### src/rtl/vend_ctrl_fsm.sv
`default_nettype none
// ============================================================================
// Module      : vend_ctrl_fsm
// Description : Transaction controller for the micro vending machine.
//               Sequences item selection, coin payment, change return and
//               the post-sale display hold; all outputs are registered.
// Revision    : 1.0 - initial release
// ============================================================================
module vend_ctrl_fsm #(
  parameter int PRICE_HIGH    = 5,
  parameter int PRICE_LOW     = 2,
  parameter int CHANGE_CYCLES = 100_000_000,
  parameter int TEMP_CYCLES   = 100_000_000
) (
  input  logic       sys_clk,
  input  logic       sys_rst_n,
  input  logic       start_key,
  input  logic [5:0] item_key,
  input  logic       confirm_key,
  input  logic       cancel_key,
  input  logic       coin_1,
  input  logic       coin_5,
  input  logic       coin_10,
  output logic [5:0] state,
  output logic [2:0] goods_high,
  output logic [2:0] goods_low,
  output logic [1:0] goods_num,
  output logic [4:0] money,
  output logic [4:0] change,
  output logic       dispense,
  output logic       coin_reject
);

  // One-hot encoding is also the value shown on the state bus.
  typedef enum logic [5:0] {
    S_IDLE      = 6'h01,
    S_GOODS_ONE = 6'h02,
    S_GOODS_TWO = 6'h04,
    S_PAYMENT   = 6'h08,
    S_CHANGE    = 6'h10,
    S_TEMP      = 6'h20
  } state_t;

  localparam logic [5:0]  c_price_high  = 6'(PRICE_HIGH);
  localparam logic [5:0]  c_price_low   = 6'(PRICE_LOW);
  localparam logic [31:0] c_change_last = 32'(CHANGE_CYCLES - 1);
  localparam logic [31:0] c_temp_last   = 32'(TEMP_CYCLES - 1);

  state_t      r_state,       w_state_nxt;
  logic [2:0]  r_goods_high,  w_goods_high_nxt;
  logic [2:0]  r_goods_low,   w_goods_low_nxt;
  logic [1:0]  r_goods_num,   w_goods_num_nxt;
  logic [4:0]  r_money,       w_money_nxt;
  logic [4:0]  r_change,      w_change_nxt;
  logic [5:0]  r_total,       w_total_nxt;
  logic [31:0] r_timer,       w_timer_nxt;
  logic        r_dispense,    w_dispense_nxt;
  logic        r_coin_reject, w_coin_reject_nxt;

  logic        w_item_valid;
  logic [5:0]  w_item_price;
  logic [5:0]  w_coin_sum;
  logic [5:0]  w_money_sum;
  logic        w_any_coin;
  logic        w_paid;

  // Decode item key, coin value of this cycle and the payment-complete test.
  always_comb begin
    w_item_valid = (item_key != 6'd0) && ((item_key & (item_key - 6'd1)) == 6'd0);
    w_item_price = (item_key[5:3] != 3'd0) ? c_price_high : c_price_low;
    w_coin_sum   = (coin_1  ? 6'd1  : 6'd0) +
                   (coin_5  ? 6'd5  : 6'd0) +
                   (coin_10 ? 6'd10 : 6'd0);
    w_money_sum  = {1'b0, r_money} + w_coin_sum;
    w_any_coin   = coin_1 | coin_5 | coin_10;
    w_paid       = ({1'b0, r_money} >= r_total);
  end

  // Next-state and next-output logic; cancel outranks confirm outranks item.
  always_comb begin
    w_state_nxt       = r_state;
    w_goods_high_nxt  = r_goods_high;
    w_goods_low_nxt   = r_goods_low;
    w_goods_num_nxt   = r_goods_num;
    w_money_nxt       = r_money;
    w_change_nxt      = r_change;
    w_total_nxt       = r_total;
    w_dispense_nxt    = 1'b0;
    w_coin_reject_nxt = 1'b0;

    case (r_state)
      S_IDLE: begin
        if (start_key) begin
          w_state_nxt      = S_GOODS_ONE;
          w_goods_high_nxt = 3'd0;
          w_goods_low_nxt  = 3'd0;
          w_goods_num_nxt  = 2'd0;
          w_money_nxt      = 5'd0;
          w_change_nxt     = 5'd0;
          w_total_nxt      = 6'd0;
        end
      end

      S_GOODS_ONE: begin
        if (cancel_key) begin
          w_state_nxt      = S_IDLE;
          w_goods_high_nxt = 3'd0;
          w_goods_low_nxt  = 3'd0;
          w_goods_num_nxt  = 2'd0;
          w_total_nxt      = 6'd0;
        end else if (confirm_key) begin
          // An empty basket cannot be paid for; the confirm is dropped.
          if (r_goods_num != 2'd0) w_state_nxt = S_PAYMENT;
        end else if (w_item_valid) begin
          w_goods_high_nxt = r_goods_high | item_key[5:3];
          w_goods_low_nxt  = r_goods_low  | item_key[2:0];
          w_total_nxt      = r_total + w_item_price;
          if (r_goods_num == 2'd0) begin
            w_goods_num_nxt = 2'd1;
          end else begin
            w_goods_num_nxt = 2'd2;
            w_state_nxt     = S_GOODS_TWO;
          end
        end
      end

      S_GOODS_TWO: begin
        if (cancel_key) begin
          w_state_nxt      = S_IDLE;
          w_goods_high_nxt = 3'd0;
          w_goods_low_nxt  = 3'd0;
          w_goods_num_nxt  = 2'd0;
          w_total_nxt      = 6'd0;
        end else if (confirm_key) begin
          w_state_nxt = S_PAYMENT;
        end
      end

      S_PAYMENT: begin
        if (cancel_key) begin
          // Full refund of everything inserted so far.
          w_state_nxt       = S_CHANGE;
          w_change_nxt      = r_money;
          w_coin_reject_nxt = w_any_coin;
        end else if (w_paid) begin
          w_state_nxt       = S_CHANGE;
          w_change_nxt      = r_money - r_total[4:0];
          w_dispense_nxt    = 1'b1;
          w_coin_reject_nxt = w_any_coin;
        end else if (w_money_sum <= 6'd31) begin
          w_money_nxt = w_money_sum[4:0];
        end else begin
          // Credit would overflow the 5-bit display: refuse every coin this cycle.
          w_coin_reject_nxt = 1'b1;
        end
      end

      S_CHANGE: begin
        w_coin_reject_nxt = w_any_coin;
        if (r_timer == c_change_last) w_state_nxt = S_TEMP;
      end

      S_TEMP: begin
        w_coin_reject_nxt = w_any_coin;
        if (r_timer == c_temp_last) begin
          w_state_nxt      = S_IDLE;
          w_goods_high_nxt = 3'd0;
          w_goods_low_nxt  = 3'd0;
          w_goods_num_nxt  = 2'd0;
          w_money_nxt      = 5'd0;
          w_change_nxt     = 5'd0;
          w_total_nxt      = 6'd0;
        end
      end

      default: begin
        // Corrupted state register: fall back to a clean idle machine.
        w_state_nxt      = S_IDLE;
        w_goods_high_nxt = 3'd0;
        w_goods_low_nxt  = 3'd0;
        w_goods_num_nxt  = 2'd0;
        w_money_nxt      = 5'd0;
        w_change_nxt     = 5'd0;
        w_total_nxt      = 6'd0;
      end
    endcase

    // Timer restarts on every state entry and only runs in the timed states.
    if (w_state_nxt != r_state) begin
      w_timer_nxt = 32'd0;
    end else if ((r_state == S_CHANGE) || (r_state == S_TEMP)) begin
      w_timer_nxt = r_timer + 32'd1;
    end else begin
      w_timer_nxt = r_timer;
    end
  end

  // State and output registers with asynchronous clear.
  always_ff @(posedge sys_clk or negedge sys_rst_n) begin
    if (!sys_rst_n) begin
      r_state       <= S_IDLE;
      r_goods_high  <= 3'd0;
      r_goods_low   <= 3'd0;
      r_goods_num   <= 2'd0;
      r_money       <= 5'd0;
      r_change      <= 5'd0;
      r_total       <= 6'd0;
      r_timer       <= 32'd0;
      r_dispense    <= 1'b0;
      r_coin_reject <= 1'b0;
    end else begin
      r_state       <= w_state_nxt;
      r_goods_high  <= w_goods_high_nxt;
      r_goods_low   <= w_goods_low_nxt;
      r_goods_num   <= w_goods_num_nxt;
      r_money       <= w_money_nxt;
      r_change      <= w_change_nxt;
      r_total       <= w_total_nxt;
      r_timer       <= w_timer_nxt;
      r_dispense    <= w_dispense_nxt;
      r_coin_reject <= w_coin_reject_nxt;
    end
  end

  assign state       = r_state;
  assign goods_high  = r_goods_high;
  assign goods_low   = r_goods_low;
  assign goods_num   = r_goods_num;
  assign money       = r_money;
  assign change      = r_change;
  assign dispense    = r_dispense;
  assign coin_reject = r_coin_reject;

endmodule
`default_nettype wire
### config.mk
export PLATFORM = sky130hd
export DESIGN_NAME = vend_ctrl_fsm
export DESIGN_NICKNAME = d
export VERILOG_FILES = /design/src/rtl/vend_ctrl_fsm.sv
export SDC_FILE = /design/constraint.sdc
export NUM_CORES = 1
export LEC_CHECK = 0
export CAP_MARGIN = 20
export CORE_ASPECT_RATIO = 2
export CORE_MARGIN = 2
export CORE_UTILIZATION = 40
export DETAILED_ROUTE_END_ITERATION = 8
export SYNTH_ARGS = -nofsm -noshare
export SYNTH_HDL_FRONTEND = slang
export SYNTH_SLANG_ARGS = --single-unit
### constraint.sdc
create_clock -name sys_clk -period 4.8 [get_ports sys_clk]
set_input_delay 0.96 -clock sys_clk [delete_from_list [all_inputs] [get_ports sys_clk]]
set_output_delay 0.96 -clock sys_clk [all_outputs]
set_load 0.01 [all_outputs]
---- Word-level counts from Yosys, hierarchy flattened ----
Index checks and enable logic that the tools add are counted.
W data, S select, Z words.
operators by class
  add/sub/neg operators ................... 7
  bitwise logic cells ..................... 7
  magnitude comparators ................... 2
  eq/ne operators ......................... 17
  mux-type cells .......................... 61
  reduce and logical (&&, ||, !) cells .... 14
operator list
  operator                 count
  $mux W6                  18
  $mux W32                 2
  $pmux W5 S4              2
  $pmux W6 S6              1
  $mux W5                  7
  $mux W3                  11
  $add A32 B1 Y32 const B  1
  $eq A32 B27 Y1 const B   1
  $pmux W3 S5              2
  $pmux W6 S5              1
  $mux W2                  7
  $ne A2 B2 Y1 const B     6
  $reduce_and A6 Y1        2
  $pmux W2 S5              1
  $ne A3 B3 Y1 const B     3
  $mux W1                  7
  $add A5 B5 Y6            1
  $add A6 B3 Y6            1
  $and A6 B6 Y6            1
  $eq A6 B1 Y1 const B     1
  $eq A6 B2 Y1 const B     1
  $eq A6 B3 Y1 const B     1
  $eq A6 B4 Y1 const B     1
  $eq A6 B5 Y1 const B     1
  23 further kinds         28
word-level totals
  word-level logic and storage cells ...... 118
  input port bits ......................... 14
  register bits after elaboration ......... 64
  output and inout port bits .............. 26

---- Logic depth before layout (Yosys ltp) ----
Gate-level depths: netlist (run 1).
  word-level depth ........................ 10
  depth in mapped cells ................... 10
  gate-level depth less buffers ........... 9

---- Worst setup path before layout (run 1) ----
OpenSTA, ideal clock, no wires.
  kind .................................... input -> register
  start point ............................. in coin_1
  end point ............................... reg r_money[3], in the netlist money[3]
  path slack .............................. 1.978 ns
  path buffers ............................ 0
  arrival time ............................ 2.694 ns
  cell stages on the path ................. 7
  setup time .............................. 0.128 ns
  data required time ...................... 4.672 ns
  cell sequence ........................... fa_1 > a21o_1 > a211oi_1 > nor2_1 > o31ai_1 > o211ai_2 > mux2_1
on the way
  word-level cells in the longest chain between the ends .. 8
  elaborated cells between the ends (all ways) .. 11
  classes of those cells .................. 3 x add/sub; 1 x order compare; 1 x eq/ne; 5 x mux; 1 x reduce/logical
RTL lines
  what                                                  line  source
  start, declared                                       21    input logic coin_1,
  $mux W1 (*)                                           71    w_coin_sum = (coin_1 ? 6'd1 : 6'd0) +
  $add A1 B3 Y4 (*)                                     71
  $add A4 B4 Y5 (*)                                     72    (coin_5 ? 6'd5 : 6'd0) +
  $add A5 B5 Y6 (*)                                     74    w_money_sum = {1'b0, r_money} + w_coin_sum;
  branches (longest 4 deep; another with $le A6 B5 Y1)  n/a
  end signal, assigned                                  216   r_money <= w_money_nxt;
  end, declared                                         53    logic [4:0] r_money, w_money_nxt;
Mark *: on every way between the ends. The select of a mux whose other input is x is not followed.
A chain may end at the register's enable or synchronous reset.

---- Worst setup path in the final report (run 1) ----
Ends and elaborated chain as after synthesis.

==> summary.md, run 1 <==
| Metric | Value |
|---|---|
| Critical path endpoint category | flip-flop |
| Met1 wire length | 3605 um |
| Vias per inst | 5.462 |
| Fmax | 322.2 MHz |
| RSZ-0062 raised after global routing | false |
| Fillers | 886 |
| Setup WS post-layout | 1.697 ns |
| Final hold vios | 0 |
| Overall routing resource usage | 20.65% |
| Cells after Synth | 419 |
| Initial drt markers | 174 |
| Slew HR | 35.58% |
| Synth unique cells | 65 |
| Max stage delay on crit path | 0.47 ns |
| Remaining antenna violation count | 0 |
| Worst-case clock buffer depth | 2 |
| Peak supply drop | 0.0001903 V |
| Grt total ovfl | 0 |
| DR pass1 iterations | 4 |
| Setup violations, final | 0 |
| Synth Register Bits | 64 |
| Max Slew Vio Count | 0 |
| Skew final | 0.009311 ns |
| Clk_lat worst skew | 0.34 ns |
| Pin count of the biggest net entering global routing | 39 |
| Via count | 3266 |
| Post-Route WL | 9917 um |
| CP Max Fanout | 5 |
| Met3 Wirelength | 239 um |
| Top routing layer in use | met4 |
| Asr flop ratio synth | between 90% and 100% |
| Post-synth EDFFs | 0 |
| CP Cell Sequence | clkdlybuf4s50_1 > fa_1 > a21o_1 > a211oi_1 > nor2_1 > o31ai_1 > o211ai_2 > mux2_1 |
| Max cap viols | 0 |
| Synth top area cells | dfrtp_1, nor2_1, ha_1, xnor2_1, xor2_1 |
| Nets | slightly below 500 |
| Setup TNS | 0 ns |
| CTS sink cnt | 64 |
| Mean Syn Cell Area | 9.362 um2 |
| Synth top area share | roughly two fifths |
| Placer Congestion | 0.8517 |
| Vias in the first global route | ~3.5k |
| H-Tree Depth | 3 |
| Least-Margin Pin Slew | 0.9590 ns |
| Synth warnings | 0 |
| CP required | 5.02 ns |
| Worst-path clk slew | approximately 0.06 ns |
| Port buffer count | 39 |
| Worst hold path class | reg2reg |
| Chip Width | 74.02 um |
| Hpwl dp | between 7000 and 8000 um |
| # diodes | 0 |
| CP max-delay cell | fa_1 |
| Leak pwr | 2.002 nW |
| Root Driver | clkbuf_16 |
| DRC | 0 |
| Setup bufs post-CTS | 0 |
| Antenna violations before repair | 0 |
| CP startpoint kind | input port |
| Met2 Routed Length | 5776 um |
| WS Path Type | in2reg |
| Post-CTS Hold Fix Bufs | 0 |
| Area leader, netlist | dfrtp_1 |
| Wire per inst | 16.58 um |
| Period utilization | 64.65% |
| WHS Path Cells | 1 |
| Area of the core | a little under 10000 um2 |
| Final core occ | between 40 and 50% |
| Die area | 10660 um2 |
| Mapped Nets | 450 |
| Worst R2R Path Depth | 9 |
| Post_cts resized | 0 |
| I/O pin cnt | 40 |
| Core Rows | 51 |
| Post-synthesis sequential area ratio | 40.86% |
| Chip height | 144.0 um |
| Data arrival, critical path | approximately 3.3 ns |
| Final Power | 1.638 mW |
| DP Worst Slack | around 1.3 ns |
| Main synth FF type | dfrtp_1 |
| CTS tree | yes |
| Synth-to-layout area growth | 21.63% |
| Initial core utilization | between 40 and 50% |
| PD cells | 343.3 nW/um2 |
| Outcome | completed |
| Crit path time final | slightly above 3 ns |
| Mapped cell area | roughly 3900 um2 |
| Total CTS buffers | 9 |
| Global-route wire length before repair | between 15000 and 20000 um |
| Share of layout cells above drive strength 1 | 7.511% |
## sequential cells by signal, summed over array words and instances, names as in the netlist, 2 cells and up
name	flops
r_timer	32
goods_high	3
state	6
goods_num	2
money	5
change	5
goods_low	3
r_total	6
## stage by stage
step                      hold slack [ns]  instance area, um2  instances
after detailed placement           0.4725                4444        582
after CTS                          0.4951                4771        598
after floorplan                    0.4755                3923        419
after global routing               0.5124                4771        598
after global placement             0.4696                4444        582
final                              0.4882                4771        598
## final timing paths
kind | startpoint | endpoint | slack, ns
min in group asynchronous | sys_rst_n | r_timer[19] | 0.63
worst max register to register | money[0] | change[3] | 1.82
worst max-delay path | coin_1 | money[3] | 1.70
worst min register to register | change[4] | change[4] | 0.49
worst min-delay path | change[4] | change[4] | 0.49
max in group asynchronous | sys_rst_n | state[0] | 3.21
## power by group
| part | total (mW) | internal (mW) | switching (mW) |
|---|---|---|---|
| registers | 0.580 | 0.552 | 0.0289 |
| logic | 0.338 | 0.121 | 0.217 |
| clock network | 0.719 | 0.460 | 0.260 |
| total | 1.64 | 1.13 | 0.506 |
## worst max-delay path, delay by kind of cell
kind | cells | cell delay (ns)
buffers and inverters | 1 | 0.46
multiplexers | 1 | 0.36
AO/OA/AOI/OAI | 4 | 0.98
adder cells (fa/ha/maj) | 1 | 0.47
AND/OR/NAND/NOR | 1 | 0.10
## area by class of cell
cell class,count,area [um2],area share [%]
Multi-Input combinational cell,326,2197,46.05
Sequential cell,64,1603,33.60
Timing Repair Buffer,43,415.4,8.707
Clock buffer,9,225.2,4.721
Tap cell,132,165.2,3.462
Clock inverter,7,101.3,2.124
Inverter,17,63.81,1.338
## cell usage in the layout (no fill, tap or decap), types with 10 or more instances in the layout
master,instances
ha_1,13
inv_1,17
nand3_1,18
xnor2_1,18
nand2_1,27
o21ai_0,15
xor2_1,18
nor3_1,16
nand2b_1,10
nor2_1,49
clkdlybuf4s50_1,38
a21oi_1,22
dfrtp_1,63
## cell usage after synthesis (3+ instances only)
cell and instances:
ha_1 13, fa_1 4, o31ai_1 5, nor2b_1 4, dfrtp_1 63, xor2_1 18
or4_1 3, buf_4 3, nor3b_1 5, and3_1 7, nand4_1 7, and4_1 3
inv_1 17, o21ai_0 15, nor3_1 16, o21ai_1 3, o211ai_1 3, nor4_1 7
and2_1 4, nand2_1 27, nand3_1 18, nand2b_1 10, nor2_1 49, xnor2_1 18
a21oi_1 22, a22o_1 7, clkbuf_1 6, a21o_1 7, or3_1 6, mux2_1 4
## metal layers
layer,up-vias,track usage [%]
met2,52,38.86
met3,21,3.763
met4,0,8.517
met1,1597,21.57
li1,1596,-
met5,-,0
## cell families (layout without fill, tap and decap cells)
family	after synthesis	count (layout)	share of synthesized area (%)
multiplexers	7	7	1.946
flip-flops	64	64	40.86
buffers and inverters	29	76	3.126
AND/OR/NAND/NOR	181	181	25.20
adder cells (fa/ha/maj)	17	17	6.188
XOR/XNOR	36	36	8.038
AO/OA/AOI/OAI	85	85	14.64
(Power assumes the default switching activity.)
==> inputs of run 2 (changes only) <==
- clock period: 4.8 -> 2.7 ns (I/O delays scaled with it)
==> run 2 against run 1 <==
- clock-buffer cell count rose by 1
- flip-flop and latch count did not move
- clock power rose by 71%
- die area did not move
- sequential power rose by 79%
- first-iteration DRC count rose by 36%
- clock skew fell by 0.0013 ns
- wire length rose by 4.8%
- largest cell class unchanged
- largest power group unchanged
- highest routed layer unchanged
==> summary.md, run 2 (same netlist as run 1, synthesis figures left out) <==
| Metric | Value |
|---|---|
| Outcome | completed |
| Antenna violations before repair | 0 |
| Vias per inst | ~5.5 |
| H-Tree Depth | 3 |
| Sequential fraction of design power | a little over a third |
| Worst-path clk slew | roughly 0.060 ns |
| RSZ-0062 raised after global routing | true |
| PD cells | 577.3 nW/um2 |
| Final core occ | 52.95% |
| Setup violations, final | 0 |
| Skew final | 0.008057 ns |
| Clk_lat worst skew | about 0.33 ns |
| Placer Congestion | 0.8915 |
| CP Max Fanout | 4 |
| Worst hold path class | in2async |
| CP max-delay cell | clkdlybuf4s50_1 |
| Hpwl dp | 8033 um |
| Setup TNS | 0 ns |
| Synth-to-layout area growth | 30.08% |
| Most flops, register | r_timer |
| Crit path time final | 2.568 ns |
| Remaining antenna violation count | 0 |
| Setup WS post-layout | 0.1319 ns |
| Post-Route WL | 10400 um |
| Port buffer count | 39 |
| WS Path Type | in2reg |
| Max cap viols | 0 |
| Vias in the first global route | between 3k and 4k |
| Global-route wire length before repair | 17480 um |
| Final hold slack | 0.2146 ns |
| Finished Cell Area | 5102 um2 |
| Nets | about 530 |
| CP required | 2.91 ns |
| # diodes | 0 |
| Switching Share | about 30% |
| Wire per inst | 16.24 um |
| Largest register FFs | 32 |
| CP startpoint kind | input port |
| Area of the core | 9635 um2 |
| Pin count of the biggest net entering global routing | 42 |
| Leak pwr | between 2 and 2.5 nW |
| Chip Width | 74.02 um |
| Fmax | slightly below 400 MHz |
| Data arrival, critical path | 2.78 ns |
| Worst-case clock buffer depth | 2 |
| Post-placement cell area | 4785 um2 |
| Chip height | approximately 140 um |
| Grt total ovfl | 0 |
| Peak supply drop | between 0.0003 and 0.0004 V |
| DP Worst Slack | -0.2714 ns |
| Most frequent cells in the layout | dfrtp_1, nor2_1, buf_4 |
| DR pass1 iterations | 4 |
| DRC | 0 |
| I/O pin cnt | 40 |
| Total CTS buffers | 9 |
| Combinational Power Share | a little under a quarter |
| Critical path endpoint category | flip-flop |
| Via count | approximately 3.5k |
| Post-CTS Hold Fix Bufs | 0 |
| Root Driver | clkbuf_16 |
| Commonest non-fill, non-tap cell in the layout | dfrtp_1 |
| Setup bufs post-CTS | 0 |
| Max stage delay on crit path | 0.45 ns |
| Final hold vios | 0 |
| Overall routing resource usage | 21.47% |
| P_int | 2.063 mW |
| Initial drt markers | roughly 240 |
| Share of layout cells above drive strength 1 | 15.16% |
| Least-Margin Pin Slew | 0.7321 ns |
| Core Rows | 51 |
| CP Cell Sequence | clkdlybuf4s50_1 > fa_1 > a21o_1 > a211oi_1 > nor2_1 > o31ai_2 > o211ai_2 > mux2_1 |
| Initial core utilization | 40.71% |
| Period utilization | 95.11% |
| NetSw | 0.8826 mW |
| CTS tree | yes |
| Max Slew Vio Count | 0 |
| Die area | 10660 um2 |
| Clock network power share | 41.8% |
| CTS sink cnt | between 60 and 70 |
| Slew HR | 50.86% |
run 2: changes by cell type in the layout (fill, tap and decap cells not counted), sizes merged:
cell	delta
clkinv	+4
clkbuf	+1
buf	+42
inv	-3
clkinvlp	-2
run 2: area by class of cell:
| cell class | instances | area (um2) |
|---|---|---|
| inverters | 17 | 63.81 |
| clock inverters | 6 | 83.83 |
| well taps | 132 | 165.2 |
| clock buffers | 10 | 229.0 |
| multi-input cells | 326 | 2202 |
| fillers | 909 | 4533 |
| flip-flops and latches | 64 | 1603 |
| repair buffers | 85 | 755.7 |
run 2: worst max-delay path, delay by kind of cell:
family                     cells  cell delay, ns
buffers and inverters          1            0.45
muxes                          1            0.35
and+or+nand+nor                1            0.10
adders and majority gates      1            0.45
AOI/OAI and AO/OA              4            0.88
run 2: power by group through the flow:
stage | logic, mW | clock network, mW | registers [mW]
2_1_floorplan | 0.459 | 0 | 1.02
6_report | 0.680 | 1.23 | 1.04
4_1_cts | 0.684 | 1.26 | 1.03
3_3_place_gp | 0.677 | 0 | 1.05
3_5_place_dp | 0.681 | 0 | 1.05
5_1_grt | 0.748 | 1.30 | 1.04
run 2: path summary, 6_finish.rpt:
| path | start | to | slack [ns] | cells after the start |
|---|---|---|---|---|
| worst max-delay path | coin_1 | money[3] | 0.13 | 8 |
| worst min-delay path | sys_rst_n | r_timer[25] | 0.21 | 1 |
| worst max register to register | money[0] | r_timer[26] | 0.15 | 11 |
| worst min register to register | change[4] | change[4] | 0.49 | 1 |
| max in group asynchronous | sys_rst_n | state[0] | 1.77 | 2 |
| min in group sys_clk | change[4] | change[4] | 0.49 | 1 |
run 2: metal layers:
layer / vias to the layer above / share of wire [%] / track usage, % / wire length, um
li1: 1676 / - / - / -
met1: 1738 / 34 / 20.74 / 3535
met2: 73 / 58 / 40.27 / 6073
met3: 30 / 2.6 / 3.554 / 268
met4: 0 / 5.0 / 13.21 / 518
met5: - / 0 / 0 / 0
run 2: timing repair:
item | CTS | global route
setup endpoints to repair | 0 | 19
resized for setup | 0 | 1
endpoints found under the hold margin | 0 | 0
run 2: through the flow:
step	power [mW]	instances
after floorplan	1.480	419
after global placement	1.725	624
after detailed placement	1.730	624
after CTS	2.977	640
after global routing	3.082	640
final	2.946	640
